**config.mk**
```make
export PLATFORM = sky130hd
export DESIGN_NAME = rsa_decrypt_ctrl
export DESIGN_NICKNAME = d
export VERILOG_FILES = /design/src/rtl/rsa_decrypt_ctrl.sv
export SDC_FILE = /design/constraint.sdc
export NUM_CORES = 1
export LEC_CHECK = 0
export ABC_CLOCK_PERIOD_IN_PS = 5400
export CAP_MARGIN = 20
export CORE_MARGIN = 2
export CORE_UTILIZATION = 31
export DETAILED_ROUTE_END_ITERATION = 10
export DONT_BUFFER_PORTS = 1
export HOLD_SLACK_MARGIN = 0.02
export SLEW_MARGIN = 20
export SYNTH_ARGS = -nofsm -noshare
export SYNTH_HDL_FRONTEND = slang
export SYNTH_SLANG_ARGS = --single-unit
```
**constraint.sdc**
```tcl
create_clock -name clk -period 5.4 [get_ports clk]
set_input_delay 1.08 -clock clk [delete_from_list [all_inputs] [get_ports clk]]
set_output_delay 1.08 -clock clk [all_outputs]
set_load 0.005 [all_outputs]
```
**src/rtl/rsa_decrypt_ctrl.sv**
```systemverilog
// RSA decryption sequencer: loads a p/q/e + ciphertext burst, finds d = e^-1 mod phi,
// runs each ciphertext through an external modexp engine, then replays the plaintexts.
module rsa_decrypt_ctrl #(
    parameter int NWORDS = 8,
    parameter int DW     = 8
) (
    input  logic          clk,
    input  logic          rst,
    input  logic          in_valid,
    input  logic [3:0]    in_p,
    input  logic [3:0]    in_q,
    input  logic [DW-1:0] in_e,
    input  logic [DW-1:0] in_c,
    output logic          exp_req,
    output logic [DW-1:0] exp_base,
    output logic [DW-1:0] exp_exp,
    output logic [DW-1:0] exp_mod,
    input  logic          exp_ack,
    input  logic [DW-1:0] exp_res,
    output logic          out_valid,
    output logic [DW-1:0] out_m
);

    localparam int KW = $clog2(NWORDS + 1);
    localparam int IW = (NWORDS > 1) ? $clog2(NWORDS) : 1;

    typedef enum logic [2:0] {
        S_IDLE, S_LOAD, S_WAIT_KEY, S_ISSUE, S_HOLD, S_OUT
    } state_t;

    typedef enum logic [1:0] {
        KS_IDLE, KS_MOD, KS_SEARCH, KS_DONE
    } ks_t;

    state_t        state_q;
    ks_t           ks_q;
    logic [KW-1:0] k_q;
    logic [DW-1:0] buf_q [NWORDS];

    logic [DW-1:0] n_q, phi_q, er_q, acc_q, cand_q, d_q;

    logic          exp_req_q;
    logic [DW-1:0] exp_base_q, exp_exp_q, exp_mod_q;
    logic          out_valid_q;
    logic [DW-1:0] out_m_q;

    logic          ks_start;
    logic [DW-1:0] n_d, phi_d, acc_d;
    logic [DW:0]   acc_sum_d;

    assign ks_start  = (state_q == S_IDLE) && in_valid;
    assign n_d       = DW'(in_p) * DW'(in_q);
    assign phi_d     = DW'(in_p - 4'd1) * DW'(in_q - 4'd1);
    assign acc_sum_d = {1'b0, acc_q} + {1'b0, er_q};
    assign acc_d     = (acc_sum_d >= {1'b0, phi_q}) ? DW'(acc_sum_d - {1'b0, phi_q})
                                                    : acc_sum_d[DW-1:0];

    // Key search: acc tracks cand*e mod phi; the first cand giving 1 is d.
    always_ff @(posedge clk or posedge rst) begin
        if (rst) begin
            ks_q   <= KS_IDLE;
            n_q    <= '0;
            phi_q  <= '0;
            er_q   <= '0;
            acc_q  <= '0;
            cand_q <= '0;
            d_q    <= '0;
        end else if (ks_start) begin
            ks_q   <= KS_MOD;
            n_q    <= n_d;
            phi_q  <= phi_d;
            er_q   <= in_e;
            acc_q  <= '0;
            cand_q <= DW'(1);
            d_q    <= '0;
        end else begin
            case (ks_q)
                KS_MOD: begin
                    if (phi_q <= DW'(2)) begin
                        d_q  <= DW'(1);
                        ks_q <= KS_DONE;
                    end else if (er_q >= phi_q) begin
                        er_q <= er_q - phi_q;
                    end else begin
                        acc_q  <= er_q;
                        cand_q <= DW'(1);
                        ks_q   <= KS_SEARCH;
                    end
                end
                KS_SEARCH: begin
                    if (acc_q == DW'(1)) begin
                        d_q  <= cand_q;
                        ks_q <= KS_DONE;
                    end else if (cand_q >= phi_q - DW'(1)) begin
                        // no inverse exists: fall back to d=1 rather than spin
                        d_q  <= DW'(1);
                        ks_q <= KS_DONE;
                    end else begin
                        acc_q  <= acc_d;
                        cand_q <= cand_q + DW'(1);
                    end
                end
                default: ;
            endcase
        end
    end

    always_ff @(posedge clk or posedge rst) begin
        if (rst) begin
            state_q     <= S_IDLE;
            k_q         <= '0;
            for (int i = 0; i < NWORDS; i++) buf_q[i] <= '0;
            exp_req_q   <= 1'b0;
            exp_base_q  <= '0;
            exp_exp_q   <= '0;
            exp_mod_q   <= '0;
            out_valid_q <= 1'b0;
            out_m_q     <= '0;
        end else begin
            case (state_q)
                S_IDLE: begin
                    if (in_valid) begin
                        buf_q[0] <= in_c;
                        k_q      <= KW'(1);
                        state_q  <= S_LOAD;
                    end
                end
                S_LOAD: begin
                    if (in_valid) begin
                        buf_q[k_q[IW-1:0]] <= in_c;
                        k_q                <= k_q + KW'(1);
                        if (k_q == KW'(NWORDS - 1)) state_q <= S_WAIT_KEY;
                    end
                end
                S_WAIT_KEY: begin
                    if (ks_q == KS_DONE) begin
                        k_q     <= '0;
                        state_q <= S_ISSUE;
                    end
                end
                S_ISSUE: begin
                    exp_req_q  <= 1'b1;
                    exp_base_q <= buf_q[k_q[IW-1:0]];
                    exp_exp_q  <= d_q;
                    exp_mod_q  <= n_q;
                    state_q    <= S_HOLD;
                end
                S_HOLD: begin
                    // results overwrite their ciphertext slot in place
                    if (exp_ack) begin
                        buf_q[k_q[IW-1:0]] <= exp_res;
                        exp_req_q          <= 1'b0;
                        if (k_q == KW'(NWORDS - 1)) begin
                            out_valid_q <= 1'b1;
                            out_m_q     <= buf_q[0];
                            k_q         <= KW'(1);
                            state_q     <= S_OUT;
                        end else begin
                            k_q     <= k_q + KW'(1);
                            state_q <= S_ISSUE;
                        end
                    end
                end
                S_OUT: begin
                    if (k_q == KW'(NWORDS)) begin
                        out_valid_q <= 1'b0;
                        out_m_q     <= '0;
                        k_q         <= '0;
                        state_q     <= S_IDLE;
                    end else begin
                        out_m_q <= buf_q[k_q[IW-1:0]];
                        k_q     <= k_q + KW'(1);
                    end
                end
                default: state_q <= S_IDLE;
            endcase
        end
    end

    assign exp_req   = exp_req_q;
    assign exp_base  = exp_base_q;
    assign exp_exp   = exp_exp_q;
    assign exp_mod   = exp_mod_q;
    assign out_valid = out_valid_q;
    assign out_m     = out_m_q;

endmodule

```
==> metrics.md, run 1 <==
| Metric | Value |
|---|---|
| Hpwl dp | `17100 um` |
| Async S/R FF share, synth | `100%` |
| Critical-path cell list | `inv_1 -> ha_1 -> or3b_2 -> nor2_1 -> fa_1 -> inv_1 -> fa_1 -> fa_1 -> fa_1 -> inv_1 -> a21o_1 -> a21oi_1 -> xnor3_1 -> xnor2_1 -> o21ai_0` |
| Via/cell ratio | `5.31` |
| Global-route wire length before repair | `38600 um` |
| DRC Markers | `0` |
| Synth-to-Final Area Change | `10.5%` |
| Post-synth design cell area | `0.00972 mm2` |
| Top cell type's share of synthesized area | `39.9%` |
| Port Buffers | `0` |
| Yosys reg bits | `155` |
| Max_slew headroom | `31.5%` |
| Switching Power | `3.18 mW` |
| Routed WL | `23000 um` |
| Slew @ Worst Pin | `1.02 ns` |
| Final setup vio count | `0` |
| Fillers | `3161` |
| Drt pass-1 iters | `5` |
| Clk pwr share | `17.2%` |
| Share of layout cells above drive strength 1 | `8.91%` |
| CP Launch Type | `input pin` |
| Setup Skew | `0.0155 ns` |
| Site Rows | `64` |
| Max-cap viol count | `0` |
| F_max | `218 MHz` |
| Total track usage | `14.5%` |
| Syn nets | `1144` |
| Antenna Violating Nets Remaining | `0` |
| Final Util | `34.9%` |
| Routed len/inst | `16.3 um` |
| Part of the power in combinational logic | `53.5%` |
| Hold Vio Cnt, Final | `0` |
| Die height | `181 um` |
| Bufs and invs on worst path | `3` |
| Family with the most delay on the worst path | `adder cells` |
| Final Wtd Congestion | `0.883` |
| Post-synth cell types | `69` |
| Slew Viols, Final | `0` |
| Run status | `finished, final reports clean` |
| Clk buf depth | `2` |
| H-tree Lvls | `4` |
| Placeable Area | `0.0307 mm2` |
| Fin crit period | `4.59 ns` |
| Synth top area cells | `dfrtp_1 40%, ha_1 8.1%, a21oi_1 5.1%` |
| Class of the worst hold path | `flip-flop to flip-flop` |
| Vias in the first global route | `7241` |
| Root buffer cell | `clkbuf_16` |
| Die Wd | `181 um` |
| Placed Area | `0.0101 mm2` |
| Post-CTS Setup Repair Bufs | `0` |
| Die area | `0.0328 mm2` |
| Worst EP required | `5.70 ns` |
| Yosys warnings | `0` |
| Largest net degree at the start of global routing | `68` |
| DR iter-0 viols | `391` |
| Total power | `7.14 mW` |
| Leak | `4.73 nW` |
| Most flops, register | `buf_q` |
| Leading area contributor after synthesis | `dfrtp_1` |
| Worst path max stage delay | `0.54 ns` |
| Via Count | `7523` |
| Final worst path period share | `85.0%` |
| Num Clock Sinks | `155` |
| Internal power | `3.96 mW` |
| Top FF cell, synth | `dfrtp_1` |
| CP Class | `input pin to flip-flop` |
| CP arrival | `4.89 ns` |
| CTS clock-pin slew for the worst setup and hold paths | `0.07 ns` |
| Total CTS buffers | `17` |
| CTS tree | `built` |
| Crit path capture type | `flip-flop` |
| Multi-input logic area | `0.00544 mm2` |
| Final Net Count | `1126` |
| Crit-path max FO | `8` |
| Syn avg cell area | `9.47 um2` |
| Power per cell area | `665 mW/mm2` |
| IO Pins | `70` |
| Initial antenna violation count | `0` |
| # hold bufs at CTS | `0` |
| Sequential share of power | `29.3%` |
| Cells after Synth | `1026` |
| Register area share after synthesis | `39.9%` |
| Reg2reg setup slack | `1.29 ns` |
| Starting Density | `31.6%` |
| RSZ-0062 raised after global routing | `no` |
| Fin area | `0.0107 mm2` |
| Clock Latency Late Sink | `0.44 ns` |
| Inserted Diodes | `0` |
| Register Area | `0.00388 mm2` |
| EDFF count, synth | `0` |
| Worst VDD drop | `0.000310 V` |
| Most Frequent Cell on Critical Path | `fa_1` |
| Post-cts resize count | `0` |
| Total grt overflow | `0` |
| TNS Setup | `0 ns` |
| Max FFs per register | `64` |
| Crit-path slowest cell | `fa_1` |
| Switching share of total power | `44.6%` |
## cell type report
| type | instances | share of cell area (%) |
|---|---|---|
| multi-input combinational | 766 | 50.7 |
| sequential | 155 | 36.1 |
| tap | 396 | 4.62 |
| clock buffer | 17 | 3.96 |
| inverter | 57 | 2.04 |
| clock inverter | 15 | 1.75 |
| timing repair buffer | 11 | 0.769 |
## worst paths after layout
check | from | endpoint | cells after the start
min in group asynchronous | rst | buf_q[19] | 1
max in group asynchronous | rst | n_q[1] | 2
worst min-delay path | n_q[1] | n_q[1] | 2
worst min register to register | n_q[1] | n_q[1] | 2
worst max-delay path | in_p[0] | phi_q[7] | 15
worst max register to register | er_q[0] | acc_q[2] | 12
## cells by family after synthesis
group           after synthesis  synth area share, %
compound gates              289                 19.0
xor+xnor                     33                 3.12
fa+ha+maj                    82                 12.0
buf+inv                     105                 4.20
flops                       155                 39.9
mux                          48                 6.25
simple gates                314                 15.5
## layer usage
layer  share of wire, %  track usage [%]  up-vias
met2                 45             22.9      196
met1                 48             20.1     3652
met3                5.5             3.23       26
met4                1.4             3.67        0
li1                   -                -     3649
met5                  0                0        -
## metrics by stage
stage                     worst slack (ns)  hold slack (ns)  instances
after floorplan                      0.142            0.442       1026
after global placement               0.460            0.457       1385
after detailed placement             0.364            0.461       1385
after CTS                            0.825            0.477       1417
after global routing                 0.671            0.517       1417
final                                0.808            0.477       1417
## cell usage after synthesis, types with 10 or more instances
| library cell | number |
|---|---|
| inv_1 | 56 |
| nand2_1 | 74 |
| a21oi_1 | 99 |
| dfrtp_1 | 155 |
| o21ai_0 | 61 |
| fa_1 | 19 |
| nor2b_1 | 10 |
| ha_1 | 63 |
| xnor2_1 | 25 |
| nand3_1 | 19 |
| clkbuf_1 | 39 |
| mux2i_1 | 19 |
| nor3_1 | 14 |
| nand2b_1 | 10 |
| mux2_2 | 21 |
| a22oi_1 | 11 |
| a22o_1 | 27 |
| a21o_1 | 11 |
| nor2_1 | 114 |
| and3_1 | 13 |
| o31ai_1 | 10 |
## tightest hold or removal path, stage by stage (launching register included)
cell	delay [ns]
dfrtp_1	0.34
nand2_1	0.05
nand2_1	0.05
## power groups by stage
stage	registers [mW]	clock network (mW)	logic, mW
detailed placement	2.11	0	3.77
floorplan	1.93	0	3.09
global placement	2.10	0	3.71
CTS	2.09	1.25	3.80
global route	2.17	1.30	4.31
finish	2.09	1.23	3.82
## cell usage in the layout, fill, tap and decap left out, types with 6 or more instances in the layout
cell         n
dfrtp_1    155
nor2_1     114
a21oi_1     99
nand2_1     74
ha_1        63
o21ai_0     61
inv_1       55
a22o_1      27
xnor2_1     25
mux2_2      21
nand3_1     19
mux2i_1     19
fa_1        19
clkbuf_16   17
nor3_1      14
and3_1      13
a21o_1      11
a22oi_1     11
buf_4       11
o31ai_1     10
nor2b_1     10
nand2b_1    10
a211oi_1     9
and2_1       9
or2_2        9
or3_1        9
mux4_2       8
a31oi_1      7
xor2_1       7
o211ai_1     6
nor3b_1      6
nand4_1      6
Note: power is estimated with default switching activity, not from simulation.
==> inputs of run 2 (changes only) <==
--- a/config.mk
+++ b/config.mk
@@ -8,10 +8,11 @@
 export ABC_CLOCK_PERIOD_IN_PS = 5400
 export CAP_MARGIN = 20
 export CORE_MARGIN = 2
-export CORE_UTILIZATION = 31
+export CORE_UTILIZATION = 58
 export DETAILED_ROUTE_END_ITERATION = 10
 export DONT_BUFFER_PORTS = 1
 export HOLD_SLACK_MARGIN = 0.02
+export PLACE_DENSITY = 0.76
 export SLEW_MARGIN = 20
 export SYNTH_ARGS = -nofsm -noshare
 export SYNTH_HDL_FRONTEND = slang
==> run 2 against run 1 <==
Sequential share of layout area increased by 1.0 points. Utilization increased by 28 points. Routed wire length decreased by 1.5%. Total power decreased by 0.97%. First-iteration DRC count increased by 31%. Register-to-register slack improved by 0.02 ns. Critical path depth unchanged. Via count increased by 1.2%. Largest cell class unchanged.
==> metrics.md, run 2 (synthesized netlist as in run 1, its figures left out) <==
| Metric | Value |
|---|---|
| CP arrival | `4.87 ns (-0.02 ns)` |
| Routed len/inst | `18.3 um (+13%)` |
| Final setup vio count | `0 (unchanged)` |
| Initial antenna violation count | `0 (unchanged)` |
| F_max | `219 MHz (+0.78%)` |
| H-tree Lvls | `4 (unchanged)` |
| Worst flop-to-flop path endpoint | `acc_q[2]` |
| Final Wtd Congestion | `0.891 (+0.83%)` |
| DR iter-0 viols | `514 (+31%)` |
| Root buffer cell | `clkbuf_16` |
| Vias in the first global route | `7550 (+4.3%)` |
| Slew Viols, Final | `0 (unchanged)` |
| Crit-path max FO | `8 (unchanged)` |
| DRC Markers | `0 (unchanged)` |
| Routed WL | `22700 um (-1.5%)` |
| Fin crit period | `4.56 ns (-0.0355 ns)` |
| Hold Crit Depth | `2 (unchanged)` |
| Max_slew headroom | `28.1% (-3.4 points)` |
| CTS tree | `built` |
| Placeable Area | `0.0165 mm2 (-46%)` |
| Clock Latency Late Sink | `0.44 ns (about the same)` |
| Synth-to-Final Area Change | `7.44%` |
| Worst EP required | `5.71 ns (about the same)` |
| Worst reg2reg path startpoint | `er_q[0]` |
| Post-CTS Setup Repair Bufs | `0 (unchanged)` |
| Power per cell area | `677 mW/mm2 (+1.8%)` |
| Most flops, register | `buf_q` |
| Placed Cells | `1206 (-13%)` |
| Largest net degree at the start of global routing | `120 (+76%)` |
| Worst hold margin | `0.478 ns (+0.00125 ns)` |
| Final Net Count | `1123 (-0.27%)` |
| CTS clock-pin slew for the worst setup and hold paths | `0.07 ns (about the same)` |
| Slew @ Worst Pin | `1.07 ns (+0.0507 ns)` |
| Max FFs per register | `64 (unchanged)` |
| Die area | `0.0178 mm2 (-46%)` |
| Setup Skew | `0.0122 ns (-0.00326 ns)` |
| Via/cell ratio | `6.15 (+16%)` |
| Num Clock Sinks | `155 (unchanged)` |
| Commonest non-fill, non-tap cell in the layout | `dfrtp_1` |
| Reg2reg path depth | `12 (unchanged)` |
| DP Worst Slack | `0.377 ns (+0.0123 ns)` |
| Starting Density | `59.0% (+27 points)` |
| Via Count | `7612 (+1.2%)` |
| Hpwl dp | `16500 um (-3.0%)` |
| Final worst path period share | `84.4% (-0.66 points)` |
| Clk buf depth | `2 (unchanged)` |
| Worst VDD drop | `0.000391 V (+26%)` |
| Hold Vio Cnt, Final | `0 (unchanged)` |
| TNS Setup | `0 ns (unchanged)` |
| Die height | `133 um (-26%)` |
| Commonest cells after routing, fill and taps aside | `155 x dfrtp_1, 114 x nor2_1, 99 x a21oi_1, 74 x nand2_1, 63 x ha_1` |
| Run status | `finished, final reports clean` |
| Die Wd | `133 um (-26%)` |
| CP Launch Type | `input pin` |
| Port Buffers | `0 (unchanged)` |
| CP Class | `input pin to flip-flop` |
| Class of the worst hold path | `flip-flop to flip-flop` |
| Crit path capture type | `flip-flop` |
| Drt pass-1 iters | `5 (unchanged)` |
| Hold_sp | `n_q[3]` |
| Site Rows | `47 (-27%)` |
| Final std cells w/o fill | `1238 (-13%)` |
| Total grt overflow | `0 (unchanged)` |
| Register Area | `0.00388 mm2 (unchanged)` |
| # hold bufs at CTS | `0 (unchanged)` |
| Global-route wire length before repair | `38100 um (-1.5%)` |
| Fin area | `0.0104 mm2 (-2.7%)` |
| Total CTS buffers | `17 (unchanged)` |
| Reg2reg setup slack | `1.31 ns (+0.02 ns)` |
| Placed Area | `0.00987 mm2 (-2.4%)` |
| Leak | `4.69 nW (-0.84%)` |
| Endpoint, Worst Hold | `n_q[3]` |
| Antenna Violating Nets Remaining | `0 (unchanged)` |
| Fin worst setup slack | `0.843 ns (+0.0355 ns)` |
| IO Pins | `70 (unchanged)` |
| Share of layout cells above drive strength 1 | `8.55% (-0.37 points)` |
| RSZ-0062 raised after global routing | `no` |
| Total track usage | `26.7% (+12 points)` |
| Multi-input logic area | `0.00544 mm2 (unchanged)` |
| Post-cts resize count | `0 (unchanged)` |
| Inserted Diodes | `0 (unchanged)` |
| Max-cap viol count | `0 (unchanged)` |
| Fillers | `1370 (-57%)` |
## run 2: cell types whose count changed in the layout (fill, tap and decap cells not counted), sizes merged
cell      previous run  this run
inv                 64        65
clkinv               7         4
buf                 11         8
clkinvlp             1         2
clkbuf              17        18
## run 2: worst max path at each step
stage	from	to	slack (ns)	depth (start not counted)
4_1_cts	in_p[0]	phi_q[7]	0.82	15
3_5_place_dp	in_p[0]	phi_q[7]	0.38	15
2_1_floorplan	rst	acc_q[0]	0.14	1
5_1_grt	in_p[0]	phi_q[7]	0.58	15
3_3_place_gp	in_p[0]	phi_q[7]	0.46	15
6_report	in_p[0]	phi_q[7]	0.84	15
## run 2: routing by layer
| metal | up-vias | GRT usage (%) | routed length, um | share of wire [%] |
|---|---|---|---|---|
| li1 | 3626 | - | - | - |
| met1 | 3708 | 35.0 | 9670 | 43 |
| met2 | 239 | 45.6 | 11400 | 50 |
| met3 | 39 | 4.57 | 1190 | 5.2 |
| met4 | 0 | 8.04 | 471 | 2.1 |
| met5 | - | 0 | 0 | 0 |
## run 2: per-stage QoR
| stage | power (mW) | utilization, % |
|---|---|---|
| after floorplan | 5.02 | - |
| after global placement | 5.77 | 59.9 |
| after detailed placement | 5.87 | 59.9 |
| after CTS | 7.04 | 63.3 |
| after global routing | 7.65 | 63.4 |
| final | 7.07 | 63.4 |
## run 2: layout make-up
| cell class | instances | area share [%] |
|---|---|---|
| Tap cell | 220 | 2.64 |
| Clock inverter | 14 | 1.25 |
| Clock buffer | 18 | 4.11 |
| Timing Repair Buffer | 8 | 0.575 |
| Sequential cell | 155 | 37.2 |
| Multi-Input combinational cell | 766 | 52.2 |
| Inverter | 57 | 2.12 |
## run 2: critical path, cell delays in order
cell	delay, ns
inv_1	0.09
ha_1	0.19
or3b_2	0.49
nor2_1	0.20
fa_1	0.45
inv_1	0.08
fa_1	0.43
fa_1	0.54
fa_1	0.47
inv_1	0.07
a21o_1	0.11
a21oi_1	0.07
xnor3_1	0.35
xnor2_1	0.16
o21ai_0	0.09
## run 2: power by group
part,switching (mW),internal (mW)
sequential,0.475,1.65
clock,0.532,0.607
combinational,2.14,1.66
